===== src/rtl/isp_awb_gray_world_pkg.sv =====
// Shared types and constants for the gray-world AWB block: FSM encoding,
// apply-path latency and the statistics accumulator width rule.
package isp_awb_gray_world_pkg;

    typedef enum logic [1:0] {
        ST_IDLE  = 2'd0,
        ST_DIV_R = 2'd1,
        ST_DIV_B = 2'd2,
        ST_PEND  = 2'd3
    } awb_state_t;

    localparam int PIPE_LAT = 3;

    // Wide enough to hold a full frame of maximum-valued pixels.
    function automatic int calc_acc_w(input int data_w, input int npix);
        return data_w + $clog2(npix);
    endfunction

endpackage


===== src/rtl/awb_seq_div.sv =====
// Restoring divider, one quotient bit per cycle, with saturation to Q_W bits
// and unity result on a zero divisor or zero dividend.
module awb_seq_div #(
    parameter int DVD_W = 23,
    parameter int DVS_W = 13,
    parameter int Q_W   = 12,
    parameter int FRAC  = 10
) (
    input  logic             clk,
    input  logic             rst_n,
    input  logic             start,
    input  logic [DVD_W-1:0] dividend,
    input  logic [DVS_W-1:0] divisor,
    output logic             busy,
    output logic             done,
    output logic [Q_W-1:0]   quotient
);
    localparam int CNT_W = $clog2(DVD_W + 1);
    localparam logic [Q_W-1:0]   UNITY = Q_W'(1) << FRAC;
    localparam logic [DVD_W-1:0] Q_MAX = DVD_W'(2**Q_W - 1);

    logic [DVS_W-1:0] dvs;
    logic [DVS_W-1:0] rem;
    logic [DVS_W-1:0] rem_nxt;
    logic [DVS_W:0]   trial;
    logic [DVD_W-1:0] quo;
    logic [DVD_W-1:0] quo_nxt;
    logic [CNT_W-1:0] cnt;
    logic             zero_op;

    // The dividend shifts out of quo while quotient bits shift in behind it.
    always_comb begin
        trial = {rem, quo[DVD_W-1]};
        if (trial >= {1'b0, dvs}) begin
            rem_nxt = trial[DVS_W-1:0] - dvs;
            quo_nxt = {quo[DVD_W-2:0], 1'b1};
        end else begin
            rem_nxt = trial[DVS_W-1:0];
            quo_nxt = {quo[DVD_W-2:0], 1'b0};
        end
    end

    always_ff @(posedge clk or negedge rst_n) begin
        if (!rst_n) begin
            busy     <= 1'b0;
            done     <= 1'b0;
            cnt      <= '0;
            dvs      <= '0;
            rem      <= '0;
            quo      <= '0;
            zero_op  <= 1'b0;
            quotient <= UNITY;
        end else begin
            done <= 1'b0;
            if (busy) begin
                rem <= rem_nxt;
                quo <= quo_nxt;
                cnt <= cnt - 1'b1;
                if (cnt == CNT_W'(1)) begin
                    busy <= 1'b0;
                    done <= 1'b1;
                    if (zero_op)
                        quotient <= UNITY;
                    else if (quo_nxt > Q_MAX)
                        quotient <= '1;
                    else
                        quotient <= quo_nxt[Q_W-1:0];
                end
            end else if (start) begin
                busy    <= 1'b1;
                cnt     <= CNT_W'(DVD_W);
                dvs     <= divisor;
                rem     <= '0;
                quo     <= dividend;
                zero_op <= (divisor == '0) || (dividend == '0);
            end
        end
    end

endmodule


===== src/rtl/isp_awb_gray_world.sv =====
// Gray-world auto white balance: per-frame statistics, sequential gain divide, 3-stage apply.
// Define AWB_IIR_EN to smooth committed auto gains (old + (new-old)>>>2).
//
// state | meaning
// IDLE  | waiting for a frame end to start a gain computation
// DIV_R | dividing sum_g<<GAIN_FRAC by sum_r
// DIV_B | dividing sum_g<<GAIN_FRAC by sum_b
// PEND  | new gains ready, waiting for inter-frame blanking to commit
module isp_awb_gray_world
    import isp_awb_gray_world_pkg::*;
#(
    parameter int DATA_W    = 8,
    parameter int IMG_HDISP = 1936,
    parameter int IMG_VDISP = 1088,
    parameter int GAIN_FRAC = 10,
    parameter int GAIN_W    = 12,
    parameter int CLIP_LO   = 8,
    parameter int CLIP_HI   = 247
) (
    input  logic                clk,
    input  logic                rst_n,
    input  logic                per_img_clken,
    input  logic [3*DATA_W-1:0] per_img_data,
    input  logic                awb_auto,
    input  logic [GAIN_W-1:0]   manual_gain_r,
    input  logic [GAIN_W-1:0]   manual_gain_g,
    input  logic [GAIN_W-1:0]   manual_gain_b,
    output logic                post_img_clken,
    output logic [3*DATA_W-1:0] post_img_data,
    output logic [GAIN_W-1:0]   gain_r,
    output logic [GAIN_W-1:0]   gain_g,
    output logic [GAIN_W-1:0]   gain_b,
    output logic                gain_upd,
    output logic                stat_drop
);
    localparam int NPIX   = IMG_HDISP * IMG_VDISP;
    localparam int CNT_W  = $clog2(NPIX);
    localparam int ACC_W  = calc_acc_w(DATA_W, NPIX);
    localparam int DVD_W  = ACC_W + GAIN_FRAC;
    localparam int PROD_W = DATA_W + GAIN_W;
    localparam int RND_W  = PROD_W + 1 - GAIN_FRAC;

    localparam logic [GAIN_W-1:0] UNITY    = GAIN_W'(1) << GAIN_FRAC;
    localparam logic [CNT_W-1:0]  LAST_PIX = CNT_W'(NPIX - 1);
    localparam logic [DATA_W-1:0] LO       = DATA_W'(CLIP_LO);
    localparam logic [DATA_W-1:0] HI       = DATA_W'(CLIP_HI);
    localparam logic [PROD_W:0]   HALF     = (PROD_W + 1)'(1) << (GAIN_FRAC - 1);
    localparam logic [RND_W-1:0]  PIX_MAX  = RND_W'(2**DATA_W - 1);

    logic [DATA_W-1:0] pix_r, pix_g, pix_b;
    assign pix_r = per_img_data[3*DATA_W-1 -: DATA_W];
    assign pix_g = per_img_data[2*DATA_W-1 -: DATA_W];
    assign pix_b = per_img_data[DATA_W-1:0];

    logic             in_range;
    logic             frame_end;
    logic [CNT_W-1:0] pix_cnt;
    logic [ACC_W-1:0] acc_r, acc_g, acc_b;
    logic [ACC_W-1:0] add_r, add_g, add_b;
    logic [ACC_W-1:0] sum_r, sum_g, sum_b;

    assign in_range = (pix_r >= LO) && (pix_r <= HI) &&
                      (pix_g >= LO) && (pix_g <= HI) &&
                      (pix_b >= LO) && (pix_b <= HI);
    assign frame_end = per_img_clken && (pix_cnt == LAST_PIX);
    assign add_r = in_range ? ACC_W'(pix_r) : '0;
    assign add_g = in_range ? ACC_W'(pix_g) : '0;
    assign add_b = in_range ? ACC_W'(pix_b) : '0;
    assign sum_r = acc_r + add_r;
    assign sum_g = acc_g + add_g;
    assign sum_b = acc_b + add_b;

    always_ff @(posedge clk or negedge rst_n) begin
        if (!rst_n) begin
            pix_cnt <= '0;
            acc_r   <= '0;
            acc_g   <= '0;
            acc_b   <= '0;
        end else if (per_img_clken) begin
            if (frame_end) begin
                pix_cnt <= '0;
                acc_r   <= '0;
                acc_g   <= '0;
                acc_b   <= '0;
            end else begin
                pix_cnt <= pix_cnt + 1'b1;
                acc_r   <= sum_r;
                acc_g   <= sum_g;
                acc_b   <= sum_b;
            end
        end
    end

    awb_state_t        state;
    logic [ACC_W-1:0]  lat_r, lat_g, lat_b;
    logic [GAIN_W-1:0] new_r, new_b;
    logic [GAIN_W-1:0] commit_r, commit_b;
    logic              div_start, div_busy, div_done;
    logic [GAIN_W-1:0] div_q;

    awb_seq_div #(
        .DVD_W (DVD_W),
        .DVS_W (ACC_W),
        .Q_W   (GAIN_W),
        .FRAC  (GAIN_FRAC)
    ) u_div (
        .clk      (clk),
        .rst_n    (rst_n),
        .start    (div_start),
        .dividend ({lat_g, {GAIN_FRAC{1'b0}}}),
        .divisor  ((state == ST_DIV_B) ? lat_b : lat_r),
        .busy     (div_busy),
        .done     (div_done),
        .quotient (div_q)
    );

`ifdef AWB_IIR_EN
    function automatic logic [GAIN_W-1:0] iir_step(input logic [GAIN_W-1:0] old_g,
                                                   input logic [GAIN_W-1:0] tgt_g);
        logic signed [GAIN_W+1:0] diff;
        diff = $signed({2'b00, tgt_g}) - $signed({2'b00, old_g});
        diff = diff >>> 2;
        return GAIN_W'($signed({2'b00, old_g}) + diff);
    endfunction

    assign commit_r = iir_step(gain_r, new_r);
    assign commit_b = iir_step(gain_b, new_b);
`else
    assign commit_r = new_r;
    assign commit_b = new_b;
`endif

    assign gain_g = UNITY;

    always_ff @(posedge clk or negedge rst_n) begin
        if (!rst_n) begin
            state     <= ST_IDLE;
            div_start <= 1'b0;
            lat_r     <= '0;
            lat_g     <= '0;
            lat_b     <= '0;
            new_r     <= UNITY;
            new_b     <= UNITY;
            gain_r    <= UNITY;
            gain_b    <= UNITY;
            gain_upd  <= 1'b0;
            stat_drop <= 1'b0;
        end else begin
            div_start <= 1'b0;
            gain_upd  <= 1'b0;
            stat_drop <= frame_end && ((state != ST_IDLE) || div_busy);
            case (state)
                ST_IDLE: if (frame_end && !div_busy) begin
                    lat_r     <= sum_r;
                    lat_g     <= sum_g;
                    lat_b     <= sum_b;
                    div_start <= 1'b1;
                    state     <= ST_DIV_R;
                end
                ST_DIV_R: if (div_done) begin
                    new_r     <= div_q;
                    div_start <= 1'b1;
                    state     <= ST_DIV_B;
                end
                ST_DIV_B: if (div_done) begin
                    new_b <= div_q;
                    state <= ST_PEND;
                end
                // Commit only in blanking so a frame never sees two gain sets.
                ST_PEND: if ((pix_cnt == '0) && !per_img_clken) begin
                    gain_r   <= commit_r;
                    gain_b   <= commit_b;
                    gain_upd <= 1'b1;
                    state    <= ST_IDLE;
                end
                default: state <= ST_IDLE;
            endcase
        end
    end

    function automatic logic [RND_W-1:0] round_shift(input logic [PROD_W-1:0] prod);
        return RND_W'(({1'b0, prod} + HALF) >> GAIN_FRAC);
    endfunction

    function automatic logic [DATA_W-1:0] clamp_pix(input logic [RND_W-1:0] rnd);
        return (rnd > PIX_MAX) ? {DATA_W{1'b1}} : rnd[DATA_W-1:0];
    endfunction

    logic [GAIN_W-1:0]   sel_r, sel_g, sel_b;
    logic [PIPE_LAT-1:0] vld;
    logic [PROD_W-1:0]   prod_r, prod_g, prod_b;
    logic [RND_W-1:0]    rnd_r, rnd_g, rnd_b;

    assign sel_r = awb_auto ? gain_r : manual_gain_r;
    assign sel_g = awb_auto ? gain_g : manual_gain_g;
    assign sel_b = awb_auto ? gain_b : manual_gain_b;

    always_ff @(posedge clk or negedge rst_n) begin
        if (!rst_n) begin
            vld           <= '0;
            prod_r        <= '0;
            prod_g        <= '0;
            prod_b        <= '0;
            rnd_r         <= '0;
            rnd_g         <= '0;
            rnd_b         <= '0;
            post_img_data <= '0;
        end else begin
            vld <= {vld[PIPE_LAT-2:0], per_img_clken};
            if (per_img_clken) begin
                prod_r <= PROD_W'(pix_r) * PROD_W'(sel_r);
                prod_g <= PROD_W'(pix_g) * PROD_W'(sel_g);
                prod_b <= PROD_W'(pix_b) * PROD_W'(sel_b);
            end
            if (vld[0]) begin
                rnd_r <= round_shift(prod_r);
                rnd_g <= round_shift(prod_g);
                rnd_b <= round_shift(prod_b);
            end
            if (vld[1])
                post_img_data <= {clamp_pix(rnd_r), clamp_pix(rnd_g), clamp_pix(rnd_b)};
        end
    end

    assign post_img_clken = vld[PIPE_LAT-1];

endmodule

===== config.mk =====
export PLATFORM = sky130hd
export DESIGN_NAME = isp_awb_gray_world
export DESIGN_NICKNAME = d
export VERILOG_FILES = /design/src/rtl/isp_awb_gray_world_pkg.sv /design/src/rtl/awb_seq_div.sv /design/src/rtl/isp_awb_gray_world.sv
export SDC_FILE = /design/constraint.sdc
export NUM_CORES = 2
export LEC_CHECK = 0
export BUFFER_PORTS_ARGS = -buffer_cell sky130_fd_sc_hd__buf_2
export CAP_MARGIN = 40
export CORE_MARGIN = 3
export CORE_UTILIZATION = 60
export DETAILED_ROUTE_END_ITERATION = 6
export GPL_TIMING_DRIVEN = 0
export PLACE_DENSITY = 0.78
export SLEW_MARGIN = 20
export SYNTH_ARGS = -nofsm -noshare
export SYNTH_HDL_FRONTEND = slang
export SYNTH_HIERARCHICAL = 1
export SYNTH_SLANG_ARGS = --single-unit

===== constraint.sdc =====
create_clock -name clk -period 8.5 [get_ports clk]
set_input_delay 2.125 -clock clk [delete_from_list [all_inputs] [get_ports clk]]
set_output_delay 2.125 -clock clk [all_outputs]
set_load 0.05 [all_outputs]

**Word-level counts from Yosys, hierarchy flattened**

Cells that the tools add are included.

- Register bits: 496
- Bits in latches: 0
- RAM bits: 0
- ROM bits: 0
- Input port bits: 64
- Output and inout bits: 63
- Word-level logic and storage cells: 129
- Memories: 0

- Add/sub/neg operators: 9
- $mul: 3
- Div/mod/pow operators: 0
- $lt $le $gt $ge: 11
- Eq/ne operators: 9
- Shifts and indexed selects: 0
- Muxes and demuxes: 39
- Bitwise operators: 1
- Reduce and logical (&&, ||, !) cells: 26

Operators with widths:

| operator | number |
|---|---|
| 2-to-1 mux 30 bit | 7 |
| adder 30 x 8 -> 30 bit | 3 |
| 2-to-1 mux 40 bit | 2 |
| adder 20 x 10 -> 21 bit, second input constant | 3 |
| multiplier 8 x 12 -> 20 bit | 3 |
| 2-to-1 mux 12 bit | 5 |
| 2-to-1 mux 8 bit | 6 |
| greater-than comparator 40 x 12 -> 1 bit, second input constant | 1 |
| logical NOT 40 bit | 1 |
| greater-than comparator 11 x 8 -> 1 bit, second input constant | 3 |
| >= comparator 31 x 30 -> 1 bit | 1 |
| logical NOT 30 bit | 1 |
| subtractor 30 bit | 1 |
| >= comparator 8 x 4 -> 1 bit, second input constant | 3 |
| <= comparator 8 bit, second input constant | 3 |
| adder 22 x 1 -> 22 bit, second input constant | 1 |
| equality test 22 bit, second input constant | 1 |
| logical NOT 22 bit | 1 |
| 2-to-1 mux 22 bit | 1 |
| 2-to-1 mux 6 bit | 2 |
| AND reduction 2 bit | 6 |
| 2-to-1 mux 1 bit | 10 |
| logical AND 1 bit | 9 |
| 2-to-1 mux 2 bit | 4 |
| 14 further kinds | 20 |

**Depth between registers and ports, before layout**

- Word-level depth: 9
- Gate-level depth with buffers: 21
- Gate-level depth less buffers: 19

**Modules after synthesis**

Netlist, hierarchy kept.

Modules (own cells, without submodules):

| module | instances | cells each | area an instance (um2) | sequential area each (um2) |
|---|---|---|---|---|
| isp_awb_gray_world | 1 | 2646 | 26137.6 | 8713.4 |
| awb_seq_div | 1 | 827 | 7293.2 | 3029.2 |

**Least setup slack after synthesis**

OpenSTA, ideal clock, no wires.

- Path type: in2reg
- From: in awb_auto
- To: reg prod_r[18]
- Library setup time: 0.125 ns
- Arrival time: 7.335 ns
- Required time: 8.375 ns
- Setup slack: 1.040 ns
- Cell stages on the path: 18
- Buffers on the path: 2
- Path through: buf_2 buf_1 mux2i_1 nor2b_1 fa_1 fa_1 fa_1 inv_1 fa_1 inv_1 ha_1 a21o_1 or2_2 o22ai_1 o21ai_0 a311oi_1 xnor2_1 mux2_2

- Cells in the longest elaborated chain, start to end: 2

RTL lines:

| what | RTL line | text |
|---|---|---|
| start, declared | isp_awb_gray_world.sv:24 | `input logic awb_auto,` |
| 2-to-1 mux 12 bit | isp_awb_gray_world.sv:194 | `assign sel_r = awb_auto ? gain_r : manual_gain_r;` |
| multiplier 8 x 12 -> 20 bit | isp_awb_gray_world.sv:211 | `prod_r <= PROD_W'(pix_r) * PROD_W'(sel_r);` |
| end signal, assigned | isp_awb_gray_world.sv:211 |  |
| end, declared | isp_awb_gray_world.sv:191 | `logic [PROD_W-1:0] prod_r, prod_g, prod_b;` |

No other way between the ends.
A chain may end at the register's enable or synchronous reset.

**Worst setup path after layout**

Same ends and word-level chain as after synthesis.

==> flow_metrics.env <==
export IMPL_worstPathMaxFanout=10
export IMPL_drt_total_wl_mm=89.45
export IMPL_post_cts_resized=0
export IMPL_drive_gt1_frac=0.1142
export IMPL_fin_setup_tns_ns=0
export IMPL_finalMaxSlewViolations=0
export IMPL_grt_setup_unrepaired="false"
export IMPL_slowest_stage="mux2i_1"
export IMPL_numPortBuffers=114
export IMPL_clock_skew_final_ns=0.02823
export IMPL_cts_tree="done"
export IMPL_timing_final_hold_violations=0
export IMPL_clk_pin_slew_ns=0.06
export IMPL_core_area_mm2=0.05445
export IMPL_finish_utilization=0.6816
export IMPL_path_buf_inv=6
export IMPL_ys_seq_area_frac=0.3512
export IMPL_clock_sinks=469
export IMPL_drc=0
export IMPL_leakage_uw=0.01737
export IMPL_critPathCaptureType="register"
export IMPL_drv_cap=0
export IMPL_die_h_um=242.0
export IMPL_dr_pass1_iters=6
export IMPL_hold_path_class="reg2reg"
export IMPL_track_usage=0.3054
export IMPL_clk_latency_ns=0.61
export IMPL_viasPerCell=5.993
export IMPL_setup_violations_final=0
export IMPL_synth_area_mm2=0.03343
export IMPL_cts_setup_buffers=0
export IMPL_most_common_layout_cells="dfrtp_1 (464), nand2_1 (326), inv_1 (287), o21ai_0 (262), fa_1 (181)"
export IMPL_cts_buffers=51
export IMPL_fin_nets=4119
export IMPL_htree_levels=2
export IMPL_status="completed"
export IMPL_clock_fmax_mhz=122.6
export IMPL_critical_path_required_ns=8.98
export IMPL_rrSetupSlack_ns=2.92
export IMPL_postPlaceCellArea_mm2=0.03533
export IMPL_grt_pass1_wl_mm=144.6
export IMPL_multi_input_area_mm2=0.01991
export IMPL_dieArea_mm2=0.05859
export IMPL_period_minus_slack_ns=8.155
export IMPL_ioPinCount=127
export IMPL_synth_main_ff_cell="dfrtp_1"
export IMPL_fin_area_mm2=0.03711
export IMPL_layout_area_seq_mm2=0.01174
export IMPL_initial_core_util=0.6139
export IMPL_areaGrowthSynthToFinish_pct=11.02
export IMPL_slew_headroom=0.3999
export IMPL_num_rows=85
export IMPL_antenna_found_initial=1
export IMPL_die_x_um=242.0
export IMPL_avgSynthCellArea_um2=9.626
export IMPL_final_common_cell="dfrtp_1"
export IMPL_grt_overflow=0
export IMPL_critical_path_top_delay_family="adder cells"
export IMPL_worstMarginPinSlew_ns=0.8751
export IMPL_wl_per_cell_um=19.98
export IMPL_ys_ff_latch=469
export IMPL_power_density_mw_per_mm2=194.4
export IMPL_synth_cell_types=95
export IMPL_drt_iter0_markers=2191
export IMPL_synth_edf_count=0
export IMPL_hold_buffers=0
export IMPL_critPathMaxStageDelay_ns=0.74
export IMPL_syn_inst=3473
export IMPL_place_gp_congestion=0.9374
export IMPL_period_share=0.9594
export IMPL_ys_warn_count=6
export IMPL_cts_root_buffer="clkbuf_16"
export IMPL_crit_type="in2reg"
export IMPL_crit_top_cell="fa_1"
export IMPL_grt_met1_usage=0.4267
export IMPL_cp_cell_sequence="buf_2, buf_2, buf_1, buf_6, mux2i_1, nor2b_1, fa_1, fa_1, fa_1, inv_1, fa_1, inv_1, ha_1, a21o_1, or2_2, o22ai_1, o21ai_0, a311oi_1, xnor2_1, mux2_2"
export IMPL_met3_usage=0.04903
export IMPL_dpl_hpwl_mm=67.27
export IMPL_grt_pass1_vias=26470
export IMPL_startpoint_type="input port"
export IMPL_grt_max_degree=88
export IMPL_async_flop_share=1.000
export IMPL_ant_nets=0
export IMPL_arrival_ns=8.64
export IMPL_vias=26840
export IMPL_met2_usage=0.4740
export IMPL_busiest_layer="met2"
export IMPL_clk_path_buf_depth=3
export IMPL_num_fill_cells=4298
export IMPL_peakVddDrop_mv=0.1584
[routing by layer]
| layer | up-vias | wire [um] |
|---|---|---|
| li1 | 12350 | - |
| met1 | 13200 | 38130 |
| met2 | 1047 | 40530 |
| met3 | 232 | 6550 |
| met4 | 0 | 4234 |
| met5 | - | 0 |
[layout make-up]
type,instances,area share
diodes,1,0.00006742
plain buffers,184,0.02215
clock buffers,73,0.04099
clock inverters,20,0.005327
inverters,287,0.02903
multi-input cells,2563,0.5365
flip-flops and latches,469,0.3164
well taps,739,0.02491
repair buffers,142,0.02461
[cells in the mapped netlist (19+ instances only)]
master,n,area share
and2_1,116,0.022
a211oi_1,19,0.0043
nor2_1,129,0.014
nor2b_1,171,0.032
xor2_1,81,0.021
ha_1,176,0.066
xnor2_1,103,0.027
nand4_1,43,0.0080
dfrtp_1,464,0.35
nand2_1,326,0.037
nand2b_1,31,0.0058
o31ai_1,39,0.0088
mux2_2,112,0.038
mux2i_1,64,0.019
fa_1,181,0.11
o21ai_0,262,0.039
nand3_1,91,0.014
buf_1,19,0.0021
o22a_1,24,0.0063
inv_1,287,0.032
and3_1,47,0.0088
a31oi_1,21,0.0039
clkbuf_1,125,0.014
nor4_1,33,0.0062
a21o_1,47,0.011
nor3_1,24,0.0036
a21oi_1,137,0.021
[stage by stage]
| stage | cells | setup slack, ns | hold WS [ns] | power, uW |
|---|---|---|---|---|
| final | 4478 | 0.3451 | 0.3829 | 7215 |
| after global routing | 4478 | 0.03066 | 0.4063 | 7625 |
| after CTS | 4468 | 0.3705 | 0.3808 | 7210 |
| after detailed placement | 4375 | -0.2428 | 0.3667 | 4924 |
| after global placement | 4356 | -4.344 | 0.3605 | 4839 |
| after floorplan | 3503 | 1.041 | 0.3519 | 4297 |
[path summary, 6_finish.rpt]
| kind | startpoint | endpoint | cells past startpoint |
|---|---|---|---|
| max | awb_auto | prod_r[18] | 20 |
| min | vld[1] | vld[2] | 0 |
| max reg2reg | gain_r[5] | prod_r[18] | 16 |
| min reg2reg | vld[1] | vld[2] | 0 |
| max in group asynchronous | rst_n | acc_r[24] | 4 |
| min in group asynchronous | rst_n | prod_g[9] | 1 |
[where the power goes]
group / internal (uW) / leakage, uW / switching [uW]
Sequential: 2480 / 0.00608 / 213
Clock: 1340 / 0.000864 / 936
Combinational: 892 / 0.0104 / 1360
[logic make-up (layout without fill, tap and decap cells)]
| logic type | after synthesis | in the layout | share of synthesized area |
|---|---|---|---|
| buf+inv | 471 | 706 | 0.05681 |
| xor+xnor | 184 | 184 | 0.04821 |
| flops | 469 | 469 | 0.3512 |
| compound gates | 733 | 733 | 0.1419 |
| other cells | 2 | 33 | 0.0002246 |
| simple gates | 1068 | 1068 | 0.1651 |
| fa+ha+maj | 357 | 357 | 0.1743 |
| mux | 189 | 189 | 0.06228 |
[sequential cells by signal, indices dropped and copies added (netlist names), 12 cells and up]
signal          flops
acc_b              30
commit_b           12
u_div/dvs          30
commit_r           12
post_img_data      24
u_div/quo          40
u_div/rem          30
acc_g              30
pix_cnt            22
lat_b              30
lat_r              30
gain_b             12
lat_g              30
gain_r             12
u_div/quotient     12
acc_r              30
No activity file was read; power rests on OpenSTA's default activity.
